`src/rtl/seg_pkg.sv`:
```
// Shared definitions for 7-segment display blocks.
//   SEG_OFF     : all segments dark (active-low).
//   digit_t     : one display-bank entry {blank, dp, data}.
//   DIGIT_RESET : bank entry after reset (dark digit showing 0).
//   hex_to_seg  : nibble to active-low {a,b,c,d,e,f,g} pattern.
package seg_pkg;

  localparam logic [6:0] SEG_OFF = 7'h7F;

  typedef struct packed {
    logic       blank;
    logic       dp;
    logic [3:0] data;
  } digit_t;

  localparam digit_t DIGIT_RESET = '{blank: 1'b1, dp: 1'b0, data: 4'h0};

  // Active-low segment pattern, a is the MSB.
  function automatic logic [6:0] hex_to_seg(input logic [3:0] v);
    logic [6:0] s;
    case (v)
      4'h0: s = 7'h01;
      4'h1: s = 7'h4F;
      4'h2: s = 7'h12;
      4'h3: s = 7'h06;
      4'h4: s = 7'h4C;
      4'h5: s = 7'h24;
      4'h6: s = 7'h20;
      4'h7: s = 7'h0F;
      4'h8: s = 7'h00;
      4'h9: s = 7'h04;
      4'hA: s = 7'h08;
      4'hB: s = 7'h60;
      4'hC: s = 7'h31;
      4'hD: s = 7'h42;
      4'hE: s = 7'h30;
      default: s = 7'h38;
    endcase
    return s;
  endfunction

endpackage

```
`src/rtl/seg7_hex_decode.sv`:
```
// Combinational hex nibble to 7-segment decoder.
//   hex   in  4  nibble to display
//   seg_c out 7  active-low {a,b,c,d,e,f,g}
module seg7_hex_decode
  import seg_pkg::*;
(
  input  logic [3:0] hex,
  output logic [6:0] seg_c
);

  assign seg_c = hex_to_seg(hex);

endmodule

```
`src/rtl/seg_scan_mux.sv`:
```
// Multiplexed common-anode 7-segment driver with a double-buffered digit bank.
// Host writes land in the shadow bank; a commit copies shadow to live at the
// next frame boundary so the display never shows a half-updated frame.
//   clk, reset           clock, synchronous active-high reset
//   wr_en/wr_idx/wr_data/wr_dp/wr_blank   shadow-bank write port
//   commit               request shadow->live copy at next frame boundary
//   commit_pending  out  copy requested but not yet done
//   an              out  anodes, active-low, an[0] rightmost
//   seg             out  segments {a..g}, active-low
//   dp              out  decimal point, active-low
//   frame_tick      out  one-cycle pulse after each frame boundary
module seg_scan_mux
  import seg_pkg::*;
#(
  parameter int unsigned DIGITS = 4,
  parameter int unsigned DIV    = 16,
  parameter int unsigned DEAD   = 2
) (
  input  logic                       clk,
  input  logic                       reset,
  input  logic                       wr_en,
  input  logic [$clog2(DIGITS)-1:0]  wr_idx,
  input  logic [3:0]                 wr_data,
  input  logic                       wr_dp,
  input  logic                       wr_blank,
  input  logic                       commit,
  output logic                       commit_pending,
  output logic [DIGITS-1:0]          an,
  output logic [6:0]                 seg,
  output logic                       dp,
  output logic                       frame_tick
);

  localparam int unsigned IDX_W  = $clog2(DIGITS);
  localparam int unsigned SLOT_W = $clog2(DIV);

  logic [SLOT_W-1:0] slot_cnt;
  logic [IDX_W-1:0]  dig_cnt;
  digit_t            shadow [DIGITS];
  digit_t            live   [DIGITS];

  digit_t     cur_c;
  logic [6:0] seg_dec_c;
  logic       slot_wrap_c;
  logic       boundary_c;
  logic       dark_c;
  logic       wr_ok_c;

  // Current digit state and scan-position decode.
  always_comb begin
    cur_c       = live[dig_cnt];
    slot_wrap_c = (slot_cnt == SLOT_W'(DIV - 1));
    boundary_c  = slot_wrap_c && (dig_cnt == IDX_W'(DIGITS - 1));
    dark_c      = (slot_cnt < SLOT_W'(DEAD)) || cur_c.blank;
    wr_ok_c     = (32'(wr_idx) < DIGITS);
  end

  seg7_hex_decode u_dec (
    .hex   (cur_c.data),
    .seg_c (seg_dec_c)
  );

  // Scan counters, banks, commit handshake and registered pin outputs.
  always_ff @(posedge clk) begin
    if (reset) begin
      slot_cnt       <= '0;
      dig_cnt        <= '0;
      commit_pending <= 1'b0;
      an             <= '1;
      seg            <= SEG_OFF;
      dp             <= 1'b1;
      frame_tick     <= 1'b0;
      for (int i = 0; i < int'(DIGITS); i++) begin
        shadow[i] <= DIGIT_RESET;
        live[i]   <= DIGIT_RESET;
      end
    end else begin
      if (slot_wrap_c) begin
        slot_cnt <= '0;
        dig_cnt  <= (dig_cnt == IDX_W'(DIGITS - 1)) ? '0 : dig_cnt + IDX_W'(1);
      end else begin
        slot_cnt <= slot_cnt + SLOT_W'(1);
      end

      frame_tick <= boundary_c;
      an         <= dark_c ? '1 : ~(DIGITS'(1) << dig_cnt);
      seg        <= dark_c ? SEG_OFF : seg_dec_c;
      dp         <= dark_c ? 1'b1 : ~cur_c.dp;

      // Copy uses pre-write shadow values; a commit landing on the boundary
      // itself sets pending and waits for the following boundary.
      if (boundary_c && commit_pending) begin
        for (int i = 0; i < int'(DIGITS); i++) begin
          live[i] <= shadow[i];
        end
        commit_pending <= 1'b0;
      end else if (commit && !commit_pending) begin
        commit_pending <= 1'b1;
      end

      if (wr_en && wr_ok_c) begin
        shadow[wr_idx] <= '{blank: wr_blank, dp: wr_dp, data: wr_data};
      end
    end
  end

endmodule
```
`config.mk`:
```
export PLATFORM = sky130hd
export DESIGN_NAME = seg_scan_mux
export DESIGN_NICKNAME = d
export VERILOG_FILES = /design/src/rtl/seg_pkg.sv /design/src/rtl/seg7_hex_decode.sv /design/src/rtl/seg_scan_mux.sv
export SDC_FILE = /design/constraint.sdc
export NUM_CORES = 1
export LEC_CHECK = 0
export ABC_AREA = 1
export BUFFER_PORTS_ARGS = -buffer_cell sky130_fd_sc_hd__buf_2
export CAP_MARGIN = 20
export CORE_ASPECT_RATIO = 0.9
export CORE_MARGIN = 3
export CORE_UTILIZATION = 37
export DETAILED_ROUTE_END_ITERATION = 10
export PLACE_DENSITY_LB_ADDON = 0.25
export SLEW_MARGIN = 25
export SYNTH_ARGS = -nofsm -noshare
export SYNTH_HDL_FRONTEND = slang
export SYNTH_SLANG_ARGS = --single-unit
```
`constraint.sdc`:
```
create_clock -name clk -period 1.9 [get_ports clk]
set_input_delay 0.38 -clock clk [delete_from_list [all_inputs] [get_ports clk]]
set_output_delay 0.38 -clock clk [all_outputs]
set_load 0.02 [all_outputs]
```
### Word level (Yosys, flattened, before mapping)

Memories as Yosys holds them, arrays and structs flattened. A register that Yosys moved wholly into a read port is not among the register bits.
Cells that the tools add are included.

* bitwise gates (word level): 6
* shift operators: 1
* order comparisons: 1
* add/subtract/negate cells: 2
* eq/ne operators: 2
* multiplexer cells: 18
* multiply operators: 0
* reduce and logical (&&, ||, !) cells: 9
* div/mod/pow operators: 0

Operator list (number)
* 2-to-1 mux 6 bit: 5
* 2-to-1 mux 1 bit: 9
* 2-to-1 mux 2 bit: 4
* OR reduction 2 bit: 3
* OR reduction 6 bit: 1
* adder 4 x 1 -> 4 bit (second input constant): 1
* equality test 4 bit (second input constant): 1
* less-than comparator 4 x 2 -> 1 bit (second input constant): 1
* NOT 4 bit: 1
* OR 1 bit: 4
* left shift 1 x 2 -> 4 bit (first input constant): 1
* logical AND 1 bit: 3
* adder 2 x 1 -> 2 bit (second input constant): 1
* equality test 2 bit (second input constant): 1
* zero test 1 bit: 1
* logical OR 1 bit: 1
* NOT 1 bit: 1

* output and inout bits: 14
* bits in registers: 13
* bits of input ports: 12
* latch bits: 0
* logic and storage cells: 48
* memory bits (read-only): 112
* memories: 3
* memory bits (writable): 48

Memory list
* (name not given): words 16, width 7, read ports 1, clocked after memory_dff 1, wr ports 0, line seg_pkg.sv:21 `case (v)`
* live: words 4, width 6, read ports 1, clocked after memory_dff 1, wr ports 4, line seg_scan_mux.sv:40 `digit_t live [DIGITS];`
* shadow: words 4, width 6, read ports 4, clocked after memory_dff 0, wr ports 4, line seg_scan_mux.sv:39 `digit_t shadow [DIGITS];`

### Logic depth before layout (Yosys ltp)

Gate-level depths: netlist (run 1).

* depth after elaboration: 7
* mapped depth: 11
* depth with buffers taken out: 10

### Cells and area by module

From an unflattened synthesis (run 1), not the netlist that was laid out.

* cells, all modules: 315
* area, all modules: 3110.5 µm²

Modules (own cells, without submodules)
* seg_scan_mux: seq. area each 1881.8 µm², cells an instance 266, times used 1, area an instance 2836.5 µm²
* seg7_hex_decode: seq. area each 0.0 µm², cells an instance 49, times used 1, area an instance 274.0 µm²

### Least setup slack after synthesis (run 1)

OpenSTA, ideal clock, no wires.

* kind: reg-to-reg
* from: register slot_cnt[0]
* to: memory live[0][0] (netlist name), enable pin
* data arrival time: 1377 ps
* setup time: 382 ps
* setup slack: 141 ps
* data required time: 1518 ps
* cell stages (with the launch flop): 6
* buffers on the path: 0
* period minus slack after synthesis: 1759 ps
* cells stage by stage: dfxtp_1 -> ha_1 -> nand3_4 -> nor2_2 -> nand2_2 -> nand2_1

RTL lines
* start, declared: line seg_scan_mux.sv:37 `logic [SLOT_W-1:0] slot_cnt;`
* start signal, assigned: line seg_scan_mux.sv:82 `slot_cnt <= slot_cnt + SLOT_W'(1);`
* end, declared: line seg_scan_mux.sv:40

==> summary.md, run 1 <==
| Metric | Value |
|---|---|
| Status | completed |
| DR pass1 iterations | 4 |
| Hold path cells | 3 |
| Post-CTS setup buffers | 0 |
| Count of final hold-check violations | 0 |
| Synth warn | 0 |
| Drt wl/cell | 11.2 um |
| Metal2 WL | 2220 um |
| Setup TNS | 0 ps |
| Final instance area | 3520 um2 |
| DR WL met3 | roughly 260 um |
| Synth Instances | around 300 |
| Initial antenna violation count | 0 |
| Power Density | between 800 and 900 nW/um2 |
| CTS buffer count | 9 |
| Synth area leader | edfxtp_1 |
| Final period utilization | 0.862 |
| Syn nets | 325 |
| Routed WL | about 4900 um |
| Setup CP Type | reg2reg |
| Fin util | 0.451 |
| R2r setup slk | 260 ps |
| Hold WC Path Type | in2reg |
| Via Count | around 1900 |
| H-tree depth | 3 |
| Largest net degree at the start of global routing | 26 |
| Final GP Congestion | between 0.7 and 0.8 |
| Register area share after synthesis | 0.613 |
| Uppermost layer routed | met4 |
| Worst setup EP type | register |
| Register share of total power | 0.565 |
| Top-Level Pins | 26 |
| CP startpoint kind | register |
| Post-DP HPWL | around 3600 um |
| Maximum VDD drop | 0.469 mV |
| Fraction of registers with async set/reset | 0 |
| Mapped Area | a little over 3000 um2 |
| Yosys top cell area share | 0.470 |
| Post-route DRC | 0 |
| Mean Syn Cell Area | between 10 and 15 um2 |
| Max Clock Skew | 8.11 ps |
| CP arrival | 1860 ps |
| Relative slew slack | 0.370 |
| Post-CTS sizing | 0 |
| DP Area | 3330 um2 |
| PnR worst setup slack | 263 ps |
| Layout overhead on the synthesized area | 14.8% |
| Gate power share | 0.049 |
| Layout Nets | 361 |
| Number of I/O port buffers | 25 |
| Hold_buf cts | 0 |
| Slew @ Worst Pin | between 900 and 1000 ps |
| Netlist cell types | 25 |
| Fraction of layout cells with a size suffix above 1 | 0.242 |
| Cell Int Power | 2.34 mW |
| Global route total overflow | 0 |
| Yosys reg bits | 70 |
| Synth cell count leaders | nand2_1, edfxtp_1, inv_1 |
| Placed cells | 423 |
| Starting density of the core | 0.393 |
| Placement Setup Slack | 180 ps |
| Antenna viol nets, final | 0 |
| Required time worst endpoint | 2120 ps |
| Leakage power | 1.48 nW |
| Number of synthesized flops with an enable pin | 48 |
| Die area | about 9400 um2 |
| Power, Total | 3.02 mW |
| Clk pwr share | 0.386 |
| Top cells by area, synth | edfxtp_1, dfxtp_1, nand2_1, inv_1, ha_1 |
| Clk pin slew, worst setup/hold paths | roughly 80 ps |
| Worst r2r path cells | 9 |
| Root buffer cell | clkbuf_8 |
| Hold_ws | 258 ps |
| First-pass GRT wire length | 8550 um |
| Psw | 0.682 mW |
| Vias in the first global route | 1874 |
| Core footprint | 7810 um2 |
| N_diodes | 0 |
| Row Count | 30 |
| Filler cells | 759 |
| RSZ-0062 raised after global routing | no |
| Clock Tree Buf Depth | 2 |
| Die width | 102 um |
| Gr usage total | 0.117 |
| Drt initial violations | 80 |
| Worst Path Max Fanout | 7 |
| Period minus WS final | 1640 ps |
| Max Clock Freq | 611 MHz |
| Clock sink total | 70 |
| Final setup fails | 0 |
| Vias/cell | 4.37 |
| M1 WL | 2330 um |
| Max Cap Viol | 0 |
| Top_reg_cell synth | edfxtp_1 |
| Cell Count, Final, Fillers Out | 439 |
| Chip height | 92.4 um |
| CTS tree | yes |
| Clock Latency Late Sink | between 300 and 400 ps |
| Count leader, synth | nand2_1 |
| Slew Limit Fails | 0 |
| Switching Share | 0.226 |
## worst max-delay path, stage by stage, from the launching register on
cell	delay (ps)
dfxtp_1	500
inv_2	120
nand3_1	100
nand2_1	160
ha_1	320
inv_1	50
nand3_1	80
nand2_1	60
nand2_1	50
nand3_1	70
## cell families after synthesis
kind of cell,synth area share
flip-flops,0.613
AO/OA/AOI/OAI,0.0204
AND/OR/NAND/NOR,0.248
adder cells (fa/ha/maj),0.0449
XOR/XNOR,0.00286
buffers and inverters,0.0710
## cell usage in the layout, fill, tap and decap left out
master,count
a21oi_1,7
nand3_4,1
nand3_2,3
buf_12,2
bufinv_16,1
inv_6,1
nor3_1,1
or2_2,1
nor2_4,3
xnor2_1,1
inv_2,6
o21ai_0,1
buf_2,25
o31ai_1,1
nand2_1,62
buf_4,2
nand2_4,1
clkbuf_8,9
inv_1,41
edfxtp_1,48
nor2_2,20
a22oi_1,1
clkinv_1,1
nand3_1,24
nand2_2,4
clkinvlp_2,1
clkinv_4,2
nor2_1,34
or2_1,4
ha_1,11
clkinvlp_4,1
dfxtp_1,22
a211oi_1,1
## routing by layer
layer	global-route usage	vias to the layer above
li1	-	1031
met1	0.146	824
met2	0.181	54
met3	0.0452	8
met4	0.0481	0
met5	0	-
## layout make-up
class,instances,area (um2),share of cell area
clock buffer,9,124,0.0352
clock inverter,7,72.6,0.0206
inverter,47,176,0.0501
multi-input combinational,181,968,0.275
sequential,70,1880,0.534
tap,96,120,0.0341
timing repair buffer,29,180,0.0511
## power by group through the flow
stage               clock [mW]  sequential [mW]  combinational (mW)
floorplan                    0             1.74              0.0996
global placement             0             1.74               0.146
detailed placement           0             1.74               0.148
CTS                       1.21             1.71               0.149
global route              1.28             1.71               0.169
finish                    1.17             1.71               0.148
## flip-flops by register name, summed over array words and instances, names as in the netlist, named ones only
| register | flops |
|---|---|
| an | 4 |
| commit_pending | 1 |
| dig_cnt | 2 |
| dp | 1 |
| frame_tick | 1 |
| live | 24 |
| seg | 7 |
| shadow | 24 |
| slot_cnt | 4 |
## final timing paths
kind	startpoint	end
max	register	seg[3]
min	commit	commit_pending
max reg2reg	register	seg[3]
min reg2reg	slot_cnt[0]	slot_cnt[0]
(Power assumes the default switching activity.)
==> inputs of run 2 (changes only) <==
Settings changed: CORE_ASPECT_RATIO 0.9 to unset, HOLD_SLACK_MARGIN set to 0.06.
==> run 2 against run 1 <==
  * Combinational power hardly changed
  * Final cell count is 1.4% higher
  * Register-to-register slack worse by 50 ps
  * Via count is 0.21% higher
  * Global-route usage is 0.086 points lower
  * Non-clock buffer count stayed put
  * Worst hold slack worse by 13 ps
  * Clock power is 3% higher
  * Sequential share of layout area is 0.076 points lower
  * Sequential power hardly changed
  * Critical path type unchanged
==> summary.md, run 2 (synthesized netlist as in run 1, its figures left out) <==
| Metric | Value |
|---|---|
| Status | completed |
| Gr usage total | 0.116 (-0.000861) |
| CP startpoint kind | register |
| RSZ-0062 raised after global routing | no |
| Drt wl/cell | 11.3 um (+1.1%) |
| Worst-path cell with the longest stage delay | dfxtp_1 |
| Top-Level Pins | 26 (unchanged) |
| H-tree depth | 3 (unchanged) |
| Starting density of the core | 0.389 (-0.00399) |
| Post-CTS sizing | 0 (unchanged) |
| Power, Total | 3.06 mW (+1.4%) |
| Vias/cell | 4.32 (-1.1%) |
| Setup CP Type | reg2reg |
| Final setup fails | 0 (unchanged) |
| Hold_buf cts | 0 (unchanged) |
| Row Count | 32 (+6.7%) |
| Chip height | 97.1 um (+5.1%) |
| Setup TNS | 0 ps (unchanged) |
| Most numerous cell on the critical path | nor2_2 |
| Drt initial violations | 80 (unchanged) |
| Filler cells | 754 (-0.66%) |
| Root buffer cell | clkbuf_8 |
| Via Count | 1921 (+0.21%) |
| Placed cells | 429 (+1.4%) |
| Required time worst endpoint | 2010 ps (-110 ps) |
| Routed WL | 5020 um (+2.5%) |
| Fin util | 0.447 (-0.00395) |
| Slew @ Worst Pin | 819 ps (-117 ps) |
| Worst setup EP type | register |
| Die width | 97.1 um (-4.8%) |
| Slew Limit Fails | 0 (unchanged) |
| Power Density | 868 nW/um2 (+1.3%) |
| Placement Setup Slack | 179 ps (-0.373 ps) |
| Number of I/O port buffers | 25 (unchanged) |
| Cell Count, Final, Fillers Out | 445 (+1.4%) |
| Initial antenna violation count | 0 (unchanged) |
| Hold_ws | 245 ps (-13.2 ps) |
| Final GP Congestion | 0.751 (-4.6%) |
| Clk pin slew, worst setup/hold paths | 80 ps (about the same) |
| First-pass GRT wire length | 8630 um (+0.96%) |
| Critical-path cell list | ha_1 -> nand3_4 -> nor2_2 -> nand2_2 -> nor2_2 -> inv_2 -> buf_4 -> nor2_2 |
| Maximum VDD drop | 0.466 mV (-0.55%) |
| PnR worst setup slack | 216 ps (-46.9 ps) |
| Period minus WS final | 1680 ps (+46.9 ps) |
| Global route total overflow | 0 (unchanged) |
| Largest net degree at the start of global routing | 25 (-3.8%) |
| CP peak stage delay | 330 ps (-170 ps) |
| Commonest non-fill, non-tap cells in the layout | nand2_1, edfxtp_1, inv_1 |
| Relative slew slack | 0.449 (+0.0787) |
| Antenna viol nets, final | 0 (unchanged) |
| Top flop regs | live: 24 flops, shadow: 24 flops, seg: 7 flops |
| Post-CTS setup buffers | 0 (unchanged) |
| Count of final hold-check violations | 0 (unchanged) |
| Max Clock Skew | 10.3 ps (+2.23 ps) |
| CTS tree | yes |
| CTS buffer count | 9 (unchanged) |
| Clock Tree Buf Depth | 2 (unchanged) |
| Fraction of layout cells with a size suffix above 1 | 0.245 (+0.00292) |
| Worst Path Max Fanout | 17 (+10) |
| Final period utilization | 0.886 (+0.0247) |
| Vias in the first global route | 1876 (+0.11%) |
| Die area | 9420 um2 (about the same) |
| Leakage power | 1.48 nW (-0.14%) |
| Commonest non-fill, non-tap cell in the layout | nand2_1 |
| Hold WC Path Type | in2reg |
| DP Area | 3320 um2 (-0.15%) |
| Clock Latency Late Sink | 350 ps (about the same) |
| Layout Nets | 361 (unchanged) |
| CP arrival | 1790 ps (-70 ps) |
| Core footprint | 7890 um2 (+1.0%) |
| Post-DP HPWL | 3760 um (+4.0%) |
| Final instance area | 3530 um2 (+0.14%) |
| Layout overhead on the synthesized area | 15.0% |
| N_diodes | 0 (unchanged) |
| Max Cap Viol | 0 (unchanged) |
| Max Clock Freq | 594 MHz (-2.8%) |
| Clock sink total | 70 (unchanged) |
| DR pass1 iterations | 4 (unchanged) |
| CP delay by family, top | buffers and inverters |
| Post-route DRC | 0 (unchanged) |
| CP bufs+invs | 2 (unchanged) |
## run 2: worst paths after layout
path	from	endpoint	slack (ps)	cells after the start
worst min-delay path	commit	commit_pending	240	3
worst max register to register	slot_cnt[0]	live[3][4]	220	8
worst max-delay path	slot_cnt[0]	live[3][4]	220	8
worst min register to register	slot_cnt[0]	slot_cnt[0]	450	1
## run 2: cell type report
type                    instances  area (um2)  share of cell area
repair buffers                 29         168              0.0475
inverters                      47         176              0.0500
well taps                     102         128              0.0362
multi-input cells             181         968               0.274
clock buffers                   9         124              0.0351
clock inverters                 7        82.6              0.0234
flip-flops and latches         70        1880               0.533
## run 2: worst reg2reg max path, stage by stage, from the launching register on
cell and delay (ps):
dfxtp_1 330, ha_1 250, nand3_4 130, nor2_2 50, nand2_2 60, nor2_2 40
inv_2 300, buf_4 250, nor2_2 40
## run 2: routing by layer
metal	part of all wire	up-vias	track usage
li1	-	1029	-
met1	0.44	848	0.132
met2	0.48	35	0.191
met3	0.051	9	0.0474
met4	0.024	0	0.0529
met5	0	-	0
## run 2: power breakdown
part | internal [mW] | switching [mW]
Combinational | 0.0448 | 0.102
Sequential | 1.68 | 0.0205
Clock | 0.623 | 0.587
==> inputs of run 3 (changes only) <==
Settings changed: SETUP_SLACK_MARGIN set to 0.3, SKIP_CTS_REPAIR_TIMING set to 1.
==> run 3 against run 2 <==
  * Die area is the same
  * First-iteration DRC count shrank 21%
  * Via count grew 0.52%
  * Count of clock-buffer cells in the layout grew 1
  * Fmax grew 14%
  * Critical path depth shrank 1
  * Highest routed layer unchanged
  * Largest cell class unchanged
  * Final cell count grew 0.90%
  * Global-route usage shrank 0.20 points
==> summary.md, run 3 (synthesized netlist as in run 1, its figures left out) <==
| Metric | Value |
|---|---|
| Register share of total power | 0.543 (-0.014) |
| Final period utilization | 0.778 (-0.108) |
| Vias in the first global route | 1864 (-0.64%) |
| Power Density | 865 nW/um2 (-0.26%) |
| Status | completed |
| Gr usage total | 0.114 (-0.00204) |
| Max Cap Viol | 0 (unchanged) |
| Clk pwr share | 0.408 (+0.013) |
| Global route total overflow | 0 (unchanged) |
| N_diodes | 0 (unchanged) |
| R2r setup slk | 420 ps (+210 ps) |
| Chip height | 97.1 um (unchanged) |
| DR pass1 iterations | 4 (unchanged) |
| Starting density of the core | 0.389 (unchanged) |
| Setup CP Type | reg2reg |
| Initial antenna violation count | 0 (unchanged) |
| Worst Path Max Fanout | 10 (-7) |
| Final GP Congestion | 0.763 (+1.6%) |
| Worst Hold Launch | commit |
| Cell Int Power | 2.47 mW (+5.1%) |
| Gate power share | 0.049 (about the same) |
| Clock Latency Late Sink | 340 ps (about the same) |
| Commonest non-fill, non-tap cells in the layout | nand2_1, edfxtp_1, inv_1 |
| Critical R2R Launch | slot_cnt[0] |
| Leakage power | 1.51 nW (+2.6%) |
| Slew @ Worst Pin | 927 ps (+107 ps) |
| Layout Nets | 365 (+1.1%) |
| First-pass GRT wire length | 8580 um (-0.56%) |
| Drt wl/cell | 11.0 um (-2.9%) |
| Psw | 0.673 mW (-5.1%) |
| Row Count | 32 (unchanged) |
| Antenna viol nets, final | 0 (unchanged) |
| Via Count | 1931 (+0.52%) |
| Final setup fails | 0 (unchanged) |
| Hold WC Path Type | in2reg |
| H-tree depth | 3 (unchanged) |
| Required time worst endpoint | 1990 ps (-20 ps) |
| CTS buffer count | 9 (unchanged) |
| Drt initial violations | 63 (-21%) |
| Count of final hold-check violations | 0 (unchanged) |
| Die area | 9420 um2 (unchanged) |
| Core footprint | 7890 um2 (unchanged) |
| Max Clock Freq | 676 MHz (+14%) |
| Layout overhead on the synthesized area | 18.5% |
| Worst setup EP type | register |
| DP Area | 3340 um2 (+0.45%) |
| CTS tree | yes |
| Die width | 97.1 um (unchanged) |
| R2R Path End | live[1][5] |
| Final instance area | 3640 um2 (+3.0%) |
| Setup TNS | 0 ps (unchanged) |
| Clk pin slew, worst setup/hold paths | 70 ps (about the same) |
| CP startpoint kind | register |
| Period minus WS final | 1480 ps (-206 ps) |
| Hold path cells | 3 (unchanged) |
| Relative slew slack | 0.377 (-0.0722) |
| Top flop regs | live: 24 flops, shadow: 24 flops, seg: 7 flops |
| Root buffer cell | clkbuf_8 |
| Switching Share | 0.214 (-0.0177) |
| Top-Level Pins | 26 (unchanged) |
| Commonest non-fill, non-tap cell in the layout | nand2_1 |
| Worst Hold Endpoint | commit_pending |
| Routed WL | 4920 um (-2.0%) |
| Post-DP HPWL | 3560 um (-5.5%) |
| Clock sink total | 70 (unchanged) |
| Fraction of layout cells with a size suffix above 1 | 0.285 (+0.0404) |
| Vias/cell | 4.30 (-0.37%) |
| Slew Limit Fails | 0 (unchanged) |
| Maximum VDD drop | 0.350 mV (-25%) |
| Number of I/O port buffers | 25 (unchanged) |
| Clock Tree Buf Depth | 2 (unchanged) |
| Largest net degree at the start of global routing | 25 (unchanged) |
| Max Clock Skew | 6.70 ps (-3.64 ps) |
| Worst r2r path cells | 7 (-1) |
| Post-route DRC | 0 (unchanged) |
| RSZ-0062 raised after global routing | yes |
| CP arrival | 1570 ps (-220 ps) |
## run 3: power groups by stage
stage	clock network (mW)	registers, mW	logic, mW
finish	1.28	1.71	0.153
floorplan	0	1.74	0.100
CTS	1.33	1.71	0.149
global placement	0	1.74	0.146
detailed placement	0	1.74	0.148
global route	1.40	1.72	0.179
## run 3: worst max path at each step
stage	slack [ps]	end	from	cells after the start
after floorplan	380	live[0][0]	slot_cnt[0]	5
after CTS	260	seg[3]	register	9
final	420	live[1][5]	slot_cnt[0]	7
after global placement	200	shadow[0][3]	reset	6
after detailed placement	130	shadow[3][3]	wr_idx[0]	3
after global routing	280	seg[1]	register	10
## run 3: metrics by stage
step           utilization  worst slack (ps)  std cells  power (mW)  hold WS, ps
3_3_place_gp         0.423               204        429        1.89          432
5_1_grt              0.461               285        449        3.29          281
6_report             0.461               422        449        3.15          264
3_5_place_dp         0.423               126        429        1.89          439
4_1_cts              0.450               263        445        3.18          244
2_1_floorplan            -               377        302        1.84          418
## run 3: critical path: stages (launching register included)
cell and delay (ps):
dfxtp_2 370, ha_4 160, nand3_4 110, nor2_2 120, nand2_2 90, nor2_4 100
inv_4 80, or2_1 210
## run 3: metal layers
layer  global-route usage  vias to the layer above  share of wire  wire (um)
li1                     -                     1042              -          -
met1                0.146                      846           0.47       2300
met2                0.179                       34           0.47       2310
met3               0.0373                        9          0.045        222
met4               0.0454                        0          0.017         85
met5                    0                        -              0          0
## run 3: final cells by class
class | count | area, um2
Clock buffer | 10 | 128
Clock inverter | 6 | 86.3
Fill cell | 775 | 4250
Inverter | 47 | 181
Multi-Input combinational cell | 181 | 1010
Sequential cell | 70 | 1890
Tap cell | 102 | 128
Timing Repair Buffer | 33 | 214
